**src/rtl/mem_stage_pkg.sv**
```systemverilog
// Shared constants for the RV32I memory stage: funct3 codes, align-code layout, FSM states
// and load-extension helpers.
package mem_stage_pkg;

  localparam logic [2:0] F3_LB  = 3'b000;
  localparam logic [2:0] F3_LH  = 3'b001;
  localparam logic [2:0] F3_LW  = 3'b010;
  localparam logic [2:0] F3_LBU = 3'b100;
  localparam logic [2:0] F3_LHU = 3'b101;
  localparam logic [2:0] F3_SB  = 3'b000;
  localparam logic [2:0] F3_SH  = 3'b001;
  localparam logic [2:0] F3_SW  = 3'b010;

  localparam int ALIGN_STORE_BIT = 3;

  typedef enum logic {
    MEM_IDLE = 1'b0,
    MEM_BUSY = 1'b1
  } mem_state_e;

  function automatic logic [31:0] ext_byte(input logic [7:0] b, input logic sgn);
    return {{24{sgn & b[7]}}, b};
  endfunction

  function automatic logic [31:0] ext_half(input logic [15:0] h, input logic sgn);
    return {{16{sgn & h[15]}}, h};
  endfunction

endpackage

```
**src/rtl/mem_align_unit.sv**
```systemverilog
// Combinational store lane replication / byte enables, load lane extract / extension and,
// with MEM_MISALIGN_TRAP_EN, misalignment detection.
module mem_align_unit
  import mem_stage_pkg::*;
(
  input  logic        is_store,
  input  logic [2:0]  funct3,
  input  logic [1:0]  off_raw,
  input  logic [31:0] store_data,
  input  logic [31:0] load_word,
`ifdef MEM_MISALIGN_TRAP_EN
  output logic        misalign,
`endif
  output logic [31:0] wdata,
  output logic [3:0]  be,
  output logic [31:0] load_data
);

  logic [1:0]  off;
  logic [31:0] shifted;
  logic [15:0] half;

  // Effective lane offset; without the trap, misaligned low bits are dropped.
  always_comb begin
    off = off_raw;
`ifdef MEM_MISALIGN_TRAP_EN
    misalign = 1'b0;
    case (funct3[1:0])
      2'b01:   misalign = off_raw[0];
      2'b10:   misalign = (off_raw != 2'b00);
      default: misalign = 1'b0;
    endcase
`else
    case (funct3[1:0])
      2'b01:   off = {off_raw[1], 1'b0};
      2'b10:   off = 2'b00;
      default: off = off_raw;
    endcase
`endif
  end

  // Store lane replication and byte enables; loads always enable the full word.
  always_comb begin
    wdata = store_data;
    be    = 4'b1111;
    if (is_store) begin
      case (funct3)
        F3_SB: begin
          wdata = {4{store_data[7:0]}};
          be    = 4'b0001 << off;
        end
        F3_SH: begin
          wdata = {2{store_data[15:0]}};
          be    = off[1] ? 4'b1100 : 4'b0011;
        end
        default: begin
          wdata = store_data;
          be    = 4'b1111;
        end
      endcase
    end else begin
      be = 4'b1111;
    end
  end

  // Load lane extract and sign/zero extension.
  always_comb begin
    shifted = load_word >> {off, 3'b000};
    half    = off[1] ? load_word[31:16] : load_word[15:0];
    case (funct3)
      F3_LB:   load_data = ext_byte(shifted[7:0], 1'b1);
      F3_LBU:  load_data = ext_byte(shifted[7:0], 1'b0);
      F3_LH:   load_data = ext_half(half, 1'b1);
      F3_LHU:  load_data = ext_half(half, 1'b0);
      F3_LW:   load_data = load_word;
      default: load_data = load_word;
    endcase
  end

endmodule

```
**src/rtl/mem_stage.sv**
```systemverilog
// RV32I memory stage: IDLE/BUSY FSM driving a req/ack data-memory port, registered WB bundle.
// Optional MEM_MISALIGN_TRAP_EN turns misaligned half/word accesses into a trap pulse.
module mem_stage
  import mem_stage_pkg::*;
#(
  parameter int DATA_W = 32,
  parameter int ADDR_W = 32
) (
  input  logic              clk,
  input  logic              rst,
  input  logic              valid_i,
  input  logic [DATA_W-1:0] result_i,
  input  logic [DATA_W-1:0] write_data_i,
  input  logic [3:0]        align_i,
  input  logic [4:0]        rd_addr_i,
  input  logic              memread_i,
  input  logic              memwrite_i,
  input  logic              memtoreg_i,
  input  logic              regwrite_i,
  output logic              stall_o,
  output logic              dmem_req,
  output logic              dmem_we,
  output logic [ADDR_W-1:0] dmem_addr,
  output logic [DATA_W-1:0] dmem_wdata,
  output logic [3:0]        dmem_be,
  input  logic [DATA_W-1:0] dmem_rdata,
  input  logic              dmem_ack,
`ifdef MEM_MISALIGN_TRAP_EN
  output logic              misalign_o,
  output logic [31:0]       misalign_addr_o,
`endif
  output logic              wb_valid,
  output logic [4:0]        wb_rd_addr,
  output logic              wb_regwrite,
  output logic [DATA_W-1:0] wb_data
);

  mem_state_e        state_q, state_d;
  logic              req_q, req_d, we_q, we_d;
  logic [ADDR_W-1:0] addr_q, addr_d;
  logic [DATA_W-1:0] wdata_q, wdata_d, res_q, res_d;
  logic [3:0]        be_q, be_d;
  logic [2:0]        f3_q, f3_d;
  logic [1:0]        off_q, off_d;
  logic [4:0]        rd_q, rd_d;
  logic              rw_q, rw_d, m2r_q, m2r_d;
  logic              wb_valid_q, wb_valid_d, wb_rw_q, wb_rw_d;
  logic [4:0]        wb_rd_q, wb_rd_d;
  logic [DATA_W-1:0] wb_data_q, wb_data_d;
  logic              trap;
  logic [2:0]        au_f3;
  logic [1:0]        au_off;
  logic [31:0]       au_wdata, au_load;
  logic [3:0]        au_be;

  // In BUSY the unit decodes the captured access so upstream input changes cannot disturb the load.
  assign au_f3  = (state_q == MEM_BUSY) ? f3_q  : align_i[2:0];
  assign au_off = (state_q == MEM_BUSY) ? off_q : result_i[1:0];

`ifdef MEM_MISALIGN_TRAP_EN
  logic        mis_q, mis_d, au_mis;
  logic [31:0] mis_addr_q, mis_addr_d;
  assign trap            = au_mis;
  assign misalign_o      = mis_q;
  assign misalign_addr_o = mis_addr_q;
`else
  assign trap = 1'b0;
`endif

  mem_align_unit u_align (
    .is_store   (align_i[ALIGN_STORE_BIT]),
    .funct3     (au_f3),
    .off_raw    (au_off),
    .store_data (write_data_i),
    .load_word  (dmem_rdata),
`ifdef MEM_MISALIGN_TRAP_EN
    .misalign   (au_mis),
`endif
    .wdata      (au_wdata),
    .be         (au_be),
    .load_data  (au_load)
  );

  // Next-state, dmem capture and WB bundle formation.
  always_comb begin
    state_d    = state_q;
    req_d      = req_q;
    we_d       = we_q;
    addr_d     = addr_q;
    wdata_d    = wdata_q;
    be_d       = be_q;
    f3_d       = f3_q;
    off_d      = off_q;
    res_d      = res_q;
    rd_d       = rd_q;
    rw_d       = rw_q;
    m2r_d      = m2r_q;
    wb_valid_d = 1'b0;
    wb_rd_d    = wb_rd_q;
    wb_rw_d    = wb_rw_q;
    wb_data_d  = wb_data_q;
`ifdef MEM_MISALIGN_TRAP_EN
    mis_d      = 1'b0;
    mis_addr_d = mis_addr_q;
`endif
    case (state_q)
      MEM_IDLE: begin
        if (valid_i && (memread_i || memwrite_i) && trap) begin
          wb_valid_d = 1'b1;
          wb_rd_d    = rd_addr_i;
          wb_rw_d    = 1'b0;
          wb_data_d  = result_i;
`ifdef MEM_MISALIGN_TRAP_EN
          mis_d      = 1'b1;
          mis_addr_d = result_i;
`endif
        end else if (valid_i && (memread_i || memwrite_i)) begin
          state_d = MEM_BUSY;
          req_d   = 1'b1;
          we_d    = memwrite_i;
          addr_d  = {result_i[ADDR_W-1:2], 2'b00};
          wdata_d = au_wdata;
          be_d    = memwrite_i ? au_be : 4'b1111;
          f3_d    = align_i[2:0];
          off_d   = result_i[1:0];
          res_d   = result_i;
          rd_d    = rd_addr_i;
          rw_d    = regwrite_i && !memwrite_i && (rd_addr_i != 5'd0);
          m2r_d   = memtoreg_i;
        end else if (valid_i) begin
          wb_valid_d = 1'b1;
          wb_rd_d    = rd_addr_i;
          wb_rw_d    = regwrite_i && (rd_addr_i != 5'd0);
          wb_data_d  = result_i;
        end else begin
          state_d = MEM_IDLE;
        end
      end
      MEM_BUSY: begin
        if (dmem_ack) begin
          state_d    = MEM_IDLE;
          req_d      = 1'b0;
          wb_valid_d = 1'b1;
          wb_rd_d    = rd_q;
          wb_rw_d    = rw_q;
          wb_data_d  = m2r_q ? au_load : res_q;
        end else begin
          state_d = MEM_BUSY;
        end
      end
      default: state_d = MEM_IDLE;
    endcase
  end

  // State and output registers; reset abandons any outstanding request.
  always_ff @(posedge clk) begin
    if (rst) begin
      state_q    <= MEM_IDLE;
      req_q      <= 1'b0;
      we_q       <= 1'b0;
      addr_q     <= '0;
      wdata_q    <= '0;
      be_q       <= 4'b0000;
      f3_q       <= 3'b000;
      off_q      <= 2'b00;
      res_q      <= '0;
      rd_q       <= 5'd0;
      rw_q       <= 1'b0;
      m2r_q      <= 1'b0;
      wb_valid_q <= 1'b0;
      wb_rd_q    <= 5'd0;
      wb_rw_q    <= 1'b0;
      wb_data_q  <= '0;
`ifdef MEM_MISALIGN_TRAP_EN
      mis_q      <= 1'b0;
      mis_addr_q <= 32'h0;
`endif
    end else begin
      state_q    <= state_d;
      req_q      <= req_d;
      we_q       <= we_d;
      addr_q     <= addr_d;
      wdata_q    <= wdata_d;
      be_q       <= be_d;
      f3_q       <= f3_d;
      off_q      <= off_d;
      res_q      <= res_d;
      rd_q       <= rd_d;
      rw_q       <= rw_d;
      m2r_q      <= m2r_d;
      wb_valid_q <= wb_valid_d;
      wb_rd_q    <= wb_rd_d;
      wb_rw_q    <= wb_rw_d;
      wb_data_q  <= wb_data_d;
`ifdef MEM_MISALIGN_TRAP_EN
      mis_q      <= mis_d;
      mis_addr_q <= mis_addr_d;
`endif
    end
  end

  assign stall_o     = (state_q == MEM_BUSY);
  assign dmem_req    = req_q;
  assign dmem_we     = we_q;
  assign dmem_addr   = addr_q;
  assign dmem_wdata  = wdata_q;
  assign dmem_be     = be_q;
  assign wb_valid    = wb_valid_q;
  assign wb_rd_addr  = wb_rd_q;
  assign wb_regwrite = wb_rw_q;
  assign wb_data     = wb_data_q;

endmodule
```
**config.mk**
```make
export PLATFORM = sky130hd
export DESIGN_NAME = mem_stage
export DESIGN_NICKNAME = d
export VERILOG_FILES = /design/src/rtl/mem_stage_pkg.sv /design/src/rtl/mem_align_unit.sv /design/src/rtl/mem_stage.sv
export SDC_FILE = /design/constraint.sdc
export NUM_CORES = 1
export LEC_CHECK = 0
export ABC_AREA = 1
export BUFFER_PORTS_ARGS = -buffer_cell sky130_fd_sc_hd__clkbuf_2
export CORE_UTILIZATION = 50
export CTS_CLUSTER_DIAMETER = 50
export DETAILED_ROUTE_END_ITERATION = 10
export GPL_TIMING_DRIVEN = 0
export PLACE_DENSITY = 0.8
export SETUP_SLACK_MARGIN = 0.02
export SLEW_MARGIN = 20
export SYNTH_ARGS = -nofsm -noshare
export SYNTH_HDL_FRONTEND = slang
export SYNTH_HIERARCHICAL = 1
export SYNTH_SLANG_ARGS = --single-unit
```
**constraint.sdc**
```tcl
create_clock -name clk -period 3 [get_ports clk]
set_input_delay 0.15 -clock clk [delete_from_list [all_inputs] [get_ports clk]]
set_output_delay 0.15 -clock clk [all_outputs]
set_load 0.01 [all_outputs]
```
* Word-level counts from Yosys, hierarchy flattened
Index checks and enable logic that the tools add are counted.
** Operators by class
- Reduce and logical (&&, ||, !) cells :: 11
- Muxes and demuxes :: 34
- Eq/ne operators :: 9
- Shift-type cells :: 2
- Bitwise gates (word level) :: 1
** Operators with widths (count)
- 32-bit two-way mux :: 5
- 32-bit case mux with 2 select lines :: 2
- 32-bit case mux with 4 select lines :: 1
- 32-bit by 5-bit >> shifter with 8-bit output :: 1
- 16-bit two-way mux :: 1
- 5-bit two-way mux :: 3
- 4-bit two-way mux :: 3
- 1-bit two-way mux :: 10
- 5-bit case mux with 2 select lines :: 1
- 2-bit != test, second input constant :: 4
- 1-bit case mux with 2 select lines :: 4
- 4-bit case mux with 2 select lines :: 1
- 3-bit equality test, second input constant :: 2
- 5-bit nonzero test :: 1
- 1-bit logical AND :: 4
- 2-bit case mux with 2 select lines :: 1
- 2-bit AND reduction :: 2
- 1-bit by 2-bit left shift with 4-bit output, first input constant :: 1
- 3-bit by 1-bit equality test with 1-bit output, second input constant :: 1
- 3-bit zero test :: 1
- 3-bit two-way mux :: 1
- 3-bit AND reduction :: 1
- 2-bit by 1-bit equality test with 1-bit output, second input constant :: 1
- 2-bit equality test, second input constant :: 1
- other kinds (4) :: 4
** Word-level totals
- Output and inout bits :: 110
- Word-level logic and storage cells :: 73
- Input bits :: 113
- Register bits after elaboration :: 152

* Logic depth before layout (Yosys ltp)
Gate-level depths: netlist of run 1.
- Depth after elaboration :: 8
- Depth in mapped cells :: 19

* Hierarchy
The synthesis of run 1 kept the hierarchy.
** By module, submodules not included
- mem_stage :: cells an instance 687, area an instance 4928.5 µm², instances 1
- mem_align_unit :: cells an instance 293, area an instance 1462.7 µm², instances 1

* Worst setup path after synthesis of run 1
OpenSTA, ideal clock, no wires.
- Path type :: register to register
- Start :: register state_q, in the netlist stall_o
- End :: register wb_data_q[14], in the netlist wb_data[14]
- Data arrival time :: 2363 ps
- Required time :: 2888 ps
- Library setup time :: 112 ps
- Stages on the path, launching flop included :: 20
- Clock period less this slack :: 2475 ps
- Path buffers :: 4
- Setup slack :: 525 ps
- Path through :: dfxtp_1 -> inv_1 -> buf_2 -> buf_2 -> nand2_1 -> nand2_1 -> inv_1 -> ha_1 -> inv_2 -> nand2_1 -> buf_4 -> nand2_1 -> nand3_2 -> nand3_4 -> buf_6 -> nand3_2 -> nor2_1 -> o21ai_0 -> nand2_1 -> nand2_1
** Between the ends
- Longest elaborated chain between the ends :: 8
- Elaborated cells between the ends (all ways) :: 20
** RTL lines
- start, declared :: RTL line mem_stage.sv:38 : mem_state_e state_q, state_d;
- start signal, assigned :: RTL line mem_stage.sv:179 : state_q <= state_d;
- 3-bit two-way mux (*) :: RTL line mem_stage.sv:57 : assign au_f3 = (state_q == MEM_BUSY) ? f3_q : align_i[2:0];
- named net au_f3[0] :: RTL line mem_stage.sv:51 : logic [2:0] au_f3;
- 2-bit equality test / 2-bit by 1-bit equality test with 1-bit output (equally long branches) :: RTL line mem_align_unit.sv:34 : case (funct3[1:0])
- 2-bit case mux with 2 select lines :: RTL line mem_align_unit.sv:34
- 32-bit by 5-bit >> shifter with 8-bit output / 16-bit two-way mux (equally long branches) :: RTL line mem_align_unit.sv:68, mem_align_unit.sv:69
- 32-bit case mux with 4 select lines (*) :: RTL line mem_align_unit.sv:70 : case (funct3)
- named net au_load[14] :: RTL line mem_stage.sv:53 : logic [31:0] au_wdata, au_load;
- 32-bit two-way mux (*) :: RTL line mem_stage.sv:146 : wb_data_d = m2r_q ? au_load : res_q;
- 32-bit two-way mux (*) :: RTL line mem_stage.sv:140 : if (dmem_ack) begin
- 32-bit case mux with 2 select lines (*) :: RTL line mem_stage.sv:106 : case (state_q)
- end signal, assigned :: RTL line mem_stage.sv:194 : wb_data_q <= wb_data_d;
- end, declared :: RTL line mem_stage.sv:49 : logic [DATA_W-1:0] wb_data_q, wb_data_d;
Mark *: on every way through the listed nets, which the timed path passes. The rest lies on a longest branch. The select of a mux whose other input is x is not followed.
A chain may end at the register's enable or synchronous reset.

* Worst setup path in the final report of run 1
- Start :: register state_q, in the netlist stall_o
- End :: register wb_data_q[12], in the netlist wb_data[12]
The elaborated chain is that of the path after synthesis.

==> results of run 1 <==
## state kept, by name (all words and copies together), names as in the netlist
register	cells
dmem_wdata	32
res_q	32
wb_data	32
rd_q	5
wb_rd_addr	5
dmem_be	4
f3_q	3
dmem_req	1
dmem_we	1
m2r_q	1
rw_q	1
stall_o	1
wb_regwrite	1
wb_valid	1
## Yosys cell counts
master    count
a21oi_1      13
a21oi_4       1
buf_1         1
buf_2        21
buf_4        16
buf_6        12
clkbuf_1     20
conb_1        1
dfxtp_1     120
ha_1          2
inv_1        48
inv_2         8
inv_4         1
mux2i_1       4
nand2_1     260
nand2_2       4
nand2_4       2
nand3_1      34
nand3_2      21
nand3_4       2
nand3b_1      1
nor2_1      202
nor2_4        3
nor2_8        1
o21a_1        1
o21ai_0     156
o21ai_1      16
o22ai_1       8
or2_0         1
## worst paths after layout
kind / from / endpoint / slack [ns] / cells past startpoint
max: stall_o / wb_data[12] / 0.26 / 18
max reg2reg: stall_o / wb_data[12] / 0.26 / 18
min: rst / dmem_req / 0.009 / 2
min reg2reg: wb_data[17] / wb_data[17] / 0.45 / 2
## worst max-delay path, delay by kind of cell, from the launching register on
family	cells	cell delay [ns]
buffers and inverters	6	0.85
and+or+nand+nor	10	0.91
DFF	1	0.33
adders and majority gates	1	0.38
AOI/OAI and AO/OA	1	0.14
## stage by stage
stage                     utilization (%)  power, mW  TNS [ns]  hold WS, ns
after global routing                 71.3       5.26         0       0.0152
final                                71.3       5.05         0      0.00923
after floorplan                         -       2.46         0        0.219
after global placement               63.1       2.82         0        0.393
after detailed placement             63.1       2.84    -0.146        0.395
after CTS                            71.4       5.04         0      0.00622
## per-layer routing
layer,wire length (um),global-route usage [%],share of wire (%)
met1,9030,42.5,42
met2,9700,52.7,46
met3,1990,7.96,9.4
met4,529,14.3,2.5
met5,0,0,0
## cell families (layout without fill, tap and decap cells)
logic type | Yosys count | after routing | synth area share, %
buf+inv | 127 | 413 | 10.3
fa+ha+maj | 2 | 2 | 0.391
mux | 4 | 4 | 0.626
flops | 120 | 120 | 37.6
simple gates | 531 | 531 | 35.4
compound gates | 195 | 195 | 15.6
other cells | 1 | 2 | 0.0587
## area by class of cell
| class | instances | area share [%] |
|---|---|---|
| Multi-Input combinational cell | 734 | 38.3 |
| Timing Repair Buffer | 257 | 17.0 |
| Tap cell | 168 | 2.41 |
| Inverter | 57 | 2.49 |
| Buffer | 68 | 5.01 |
| Clock inverter | 8 | 1.64 |
| Sequential cell | 120 | 27.6 |
| Clock buffer | 23 | 5.60 |
## where the power goes
| part | switching [mW] | internal, mW |
|---|---|---|
| sequential | 0.0766 | 1.72 |
| clock | 0.709 | 1.47 |
| combinational | 0.658 | 0.416 |
## repair_timing
action,4_1_cts,5_1_grt
setup buffers,0,0
gates resized for setup,2,3
endpoints found under the hold margin,38,0
hold buffers,38,0
setup endpoints to repair,13,33
==> results.yml, run 1 <==
die:
  rows: 40
  core_mm2: 0.0122
  initial_core_util_pct: 52.3
  chipWidth_um: 115
  die_y_um: 115
  io_pins: 223
  dieArea_mm2: 0.0132
critical_path:
  slowest_delay_ns: 0.38
  end_kind: "flop"
  critPathMostFrequentCell: "nand2_1"
  start_kind: "flop"
  path_cells: "inv_1 -> buf_6 -> nand2_1 -> nand2_1 -> inv_1 -> ha_1 -> inv_2 -> nand2_1 -> buf_4 -> nand2_1 -> nand3_2 -> nand3_4 -> buf_6 -> nand3_2 -> nor2_1 -> o21ai_0 -> nand2_1 -> nand2_1"
  required_ns: 3.31
  critical_path_class: "flop to flop"
  crit_slowest_cell: "ha_1"
  critPathArrivalTime_ns: 3.05
  critical_path.max_fanout: 19
synth:
  syn_area_mm2: 0.00639
  ys_types: 29
  synthesis.instances: 980
  synth_area_leaders: "dfxtp_1, nand2_1, o21ai_0"
  synth_sequential_area_ratio_pct: 37.6
  yosys_warnings: 6
  synth_top_area_share_pct: 37.6
  synth-seq-cells: 120
  postSynthAreaPerCell_um2: 6.52
  yosysTopAreaCell: "dfxtp_1"
clock_network:
  cts_buffer_depth: 2
  htreeDepth: 4
  cts_tree: "done"
  clkSlewWorstSetupHoldPaths_ns: 0.05
  cts-root-buf: "clkbuf_16"
  clock_latency_ns: 0.43
  cts_sinks: 120
  cts_made_buffers: 17
sta:
  rsz0062_at_grt: "no"
  period_minus_slack_ns: 2.74
  finalSetupViolations: 0
  period_share_pct: 91.4
  worstMarginPinSlew_ns: 0.546
  slew-limit-headroom_pct: 63.6
  setup_slack_ns: 0.258
  finalHoldViolations: 0
  skew_ns: 0.0128
  max_freq_ghz: 0.365
  drv_slew: 0
run:
  max_cap_violations: 0
global_routing:
  overflow: 0
  grt_max_degree: 17
  antenna_found_initial: 0
  grt_pass1_wl_um: 33600
  grt_pass1_vias: 6830
  track_usage_pct: 33.0
final_layout:
  antennaDiodeCount: 0
  fill_cells: 1097
  drive_gt1_share_pct: 26.8
  layout.cells.non_filler: 1435
  syn_to_final_growth_pct: 36.3
  fin_nets: 1370
  layout_commonest_cell: "nand2_1"
  multi_input_area_mm2: 0.00334
  layout_common_cells: "nand2_1, clkbuf_2, nor2_1, o21ai_0, dfxtp_1"
  final_area_mm2: 0.00871
  regArea_mm2: 0.00240
route:
  ant_nets: 0
  routed_via_density: 5.18
  post-route-drc-count: 0
  drt_first_pass_iters: 5
  drt_wl_total_um: 21300
  drt_iter0_drc: 697
  wire_per_inst_um: 14.8
  vias: 7427
placed_design:
  hpwl_um: 15600
  dpl-instance-area_mm2: 0.00770
  gp_congestion: 0.933
  io_buffers: 219
  post-place-ws_ns: -0.0408
  placed_cells: 1368
pwr:
  p_leak_nw: 4.67
  irDropWorstVdd_mv: 0.393
  p_per_area_mw_per_mm2: 580
status:
  status: "finished clean"
worst_hold_path:
  hold_class: "input port to flop"
(Power assumes the default switching activity.)
==> run 2: changes to the inputs <==
--- a/config.mk
+++ b/config.mk
@@ -7,11 +7,11 @@
 export LEC_CHECK = 0
 export ABC_AREA = 1
 export BUFFER_PORTS_ARGS = -buffer_cell sky130_fd_sc_hd__clkbuf_2
-export CORE_UTILIZATION = 50
+export CORE_UTILIZATION = 46
 export CTS_CLUSTER_DIAMETER = 50
 export DETAILED_ROUTE_END_ITERATION = 10
 export GPL_TIMING_DRIVEN = 0
-export PLACE_DENSITY = 0.8
+export PLACE_DENSITY = 0.77
 export SETUP_SLACK_MARGIN = 0.02
 export SLEW_MARGIN = 20
 export SYNTH_ARGS = -nofsm -noshare
==> constraint.sdc (replaced) <==
create_clock -name clk -period 2.3 [get_ports clk]
set_input_delay 0.115 -clock clk [delete_from_list [all_inputs] [get_ports clk]]
set_output_delay 0.115 -clock clk [all_outputs]
set_load 0.01 [all_outputs]
==> run 2 against run 1 <==
Compared with the run above: power up 34%; critical endpoint is now wb_data[10]; largest cell class unchanged; die area up 8.5%; maximum frequency up 21%.
==> results.yml, run 2 (synthesis results as in run 1) <==
route:
  drt_first_pass_iters: 6
  wire_per_inst_um: 15.5
  vias: 7697
  drt_iter0_drc: 676
  routed_via_density: 5.21
  ant_nets: 0
  drt_wl_total_um: 22900
  post-route-drc-count: 0
run:
  max_cap_violations: 0
final_layout:
  layout.cells.non_filler: 1478
  layout_common_cells: "nand2_1, clkbuf_2, nor2_1, o21ai_0, dfxtp_1"
  fin_nets: 1404
  layout_commonest_cell: "nand2_1"
  drive_gt1_share_pct: 31.6
  final_area_mm2: 0.00932
  antennaDiodeCount: 0
  final_core_util_pct: 69.6
  syn_to_final_growth_pct: 45.8
status:
  status: "finished clean"
die:
  initial_core_util_pct: 47.7
  die_y_um: 120
  io_pins: 223
  core_mm2: 0.0134
  chipWidth_um: 120
  dieArea_mm2: 0.0144
  rows: 42
sta:
  whs_ns: 0.0134
  period_minus_slack_ns: 2.28
  drv_slew: 0
  period_share_pct: 98.9
  finalSetupViolations: 0
  finalHoldViolations: 0
  setup_slack_ns: 0.0246
  skew_ns: 0.00809
  fin_tns_setup_ns: 0
  max_freq_ghz: 0.439
  rsz0062_at_grt: "yes"
placed_design:
  placed_cells: 1376
  gp_congestion: 0.916
  post-place-ws_ns: -0.500
  hpwl_um: 15900
  io_buffers: 219
  dpl-instance-area_mm2: 0.00774
critical_path:
  cp_num_cells: 17
  critical_path_class: "flop to flop"
  start_kind: "flop"
  crit_path_start: "stall_o"
  critPathMostFrequentCell: "nand3_4"
  critical_path_buf_inv_count: 6
  timing.rr.start: "stall_o"
  path_cells: "inv_6 -> buf_8 -> nand2_2 -> nand2_2 -> buf_4 -> ha_4 -> inv_4 -> a21oi_4 -> nand3_4 -> nand3_4 -> buf_12 -> buf_12 -> nand3_4 -> nor2_2 -> o21ai_1 -> nand2_1 -> nand2_1"
  required_ns: 2.62
  slowest_delay_ns: 0.37
  critical_path.max_fanout: 6
  reg2reg_depth: 17
  rrSetupSlack_ns: 0.02
  rr_endpoint: "wb_data[10]"
  end_kind: "flop"
  critPathArrivalTime_ns: 2.59
  crit_slowest_cell: "dfxtp_4"
  endpoint: "wb_data[10]"
  cp_top_family: "simple AND/OR/NAND/NOR gates"
clock_network:
  cts_tree: "done"
  htreeDepth: 4
  cts_sinks: 120
  cts_buffer_depth: 2
  cts-root-buf: "clkbuf_16"
  cts_made_buffers: 17
  clock_latency_ns: 0.42
  clkSlewWorstSetupHoldPaths_ns: 0.06
global_routing:
  grt_pass1_vias: 6985
  grt_pass1_wl_um: 35000
  antenna_found_initial: 0
  track_usage_pct: 31.4
  overflow: 0
  grt_max_degree: 20
pwr:
  irDropWorstVdd_mv: 0.574
  p_per_area_mw_per_mm2: 724
  p_leak_nw: 4.91
  p_total_mw: 6.75
worst_hold_path:
  worstHoldStart: "dmem_ack"
  min_path_cells: 4
  hold_class: "input port to flop"
[run 2: cell count changes in the layout (fill, tap and decap cells not counted), sizes merged]
cell,before,now
dlygate4sd3,38,43
clkinv,3,4
buf,48,78
bufinv,4,3
[run 2: power breakdown]
group	switching [mW]	internal, mW	leakage, nW
clock network	0.943	1.81	0.300
logic	0.961	0.685	3.62
registers	0.105	2.24	0.989
[run 2: metal layers]
metal	GRT usage, %	vias up	wire length, um
met5	0	-	0
met4	14.5	0	686
met3	6.65	51	2160
met2	49.5	434	10800
met1	41.0	3466	9280
li1	-	3746	-
[run 2: cell type report]
| cell class | instances | area [um2] |
|---|---|---|
| Buffer | 67 | 484 |
| Clock buffer | 24 | 492 |
| Clock inverter | 8 | 118 |
| Fill cell | 1121 | 4080 |
| Inverter | 57 | 231 |
| Multi-Input combinational cell | 734 | 3550 |
| Sequential cell | 120 | 2410 |
| Tap cell | 176 | 220 |
| Timing Repair Buffer | 292 | 1820 |
[run 2: worst min-delay path by stage]
| stage | end | slack (ns) |
|---|---|---|
| detailed placement | res_q[22] | 0.36 |
| global placement | f3_q[1] | 0.36 |
| global route | dmem_wdata[2] | 0.03 |
| CTS | stall_o | 0.0003 |
| floorplan | stall_o | 0.18 |
| finish | stall_o | 0.01 |
[run 2: worst min-delay path, delay by kind of cell]
| kind | cells | cell delay (ns) |
|---|---|---|
| buffers and inverters | 1 | 0.10 |
| AND/OR/NAND/NOR | 3 | 0.19 |
[run 2: repair_timing]
| action | 4_1_cts | 5_1_grt |
|---|---|---|
| setup buffers | 10 | 20 |
| hold buffers | 43 | 0 |
| setup endpoints to repair | 59 | 56 |
| endpoints found under the hold margin | 45 | 0 |
| pin swaps | 52 | 33 |
| resized for setup | 62 | 48 |
| gates cloned | 2 | 0 |
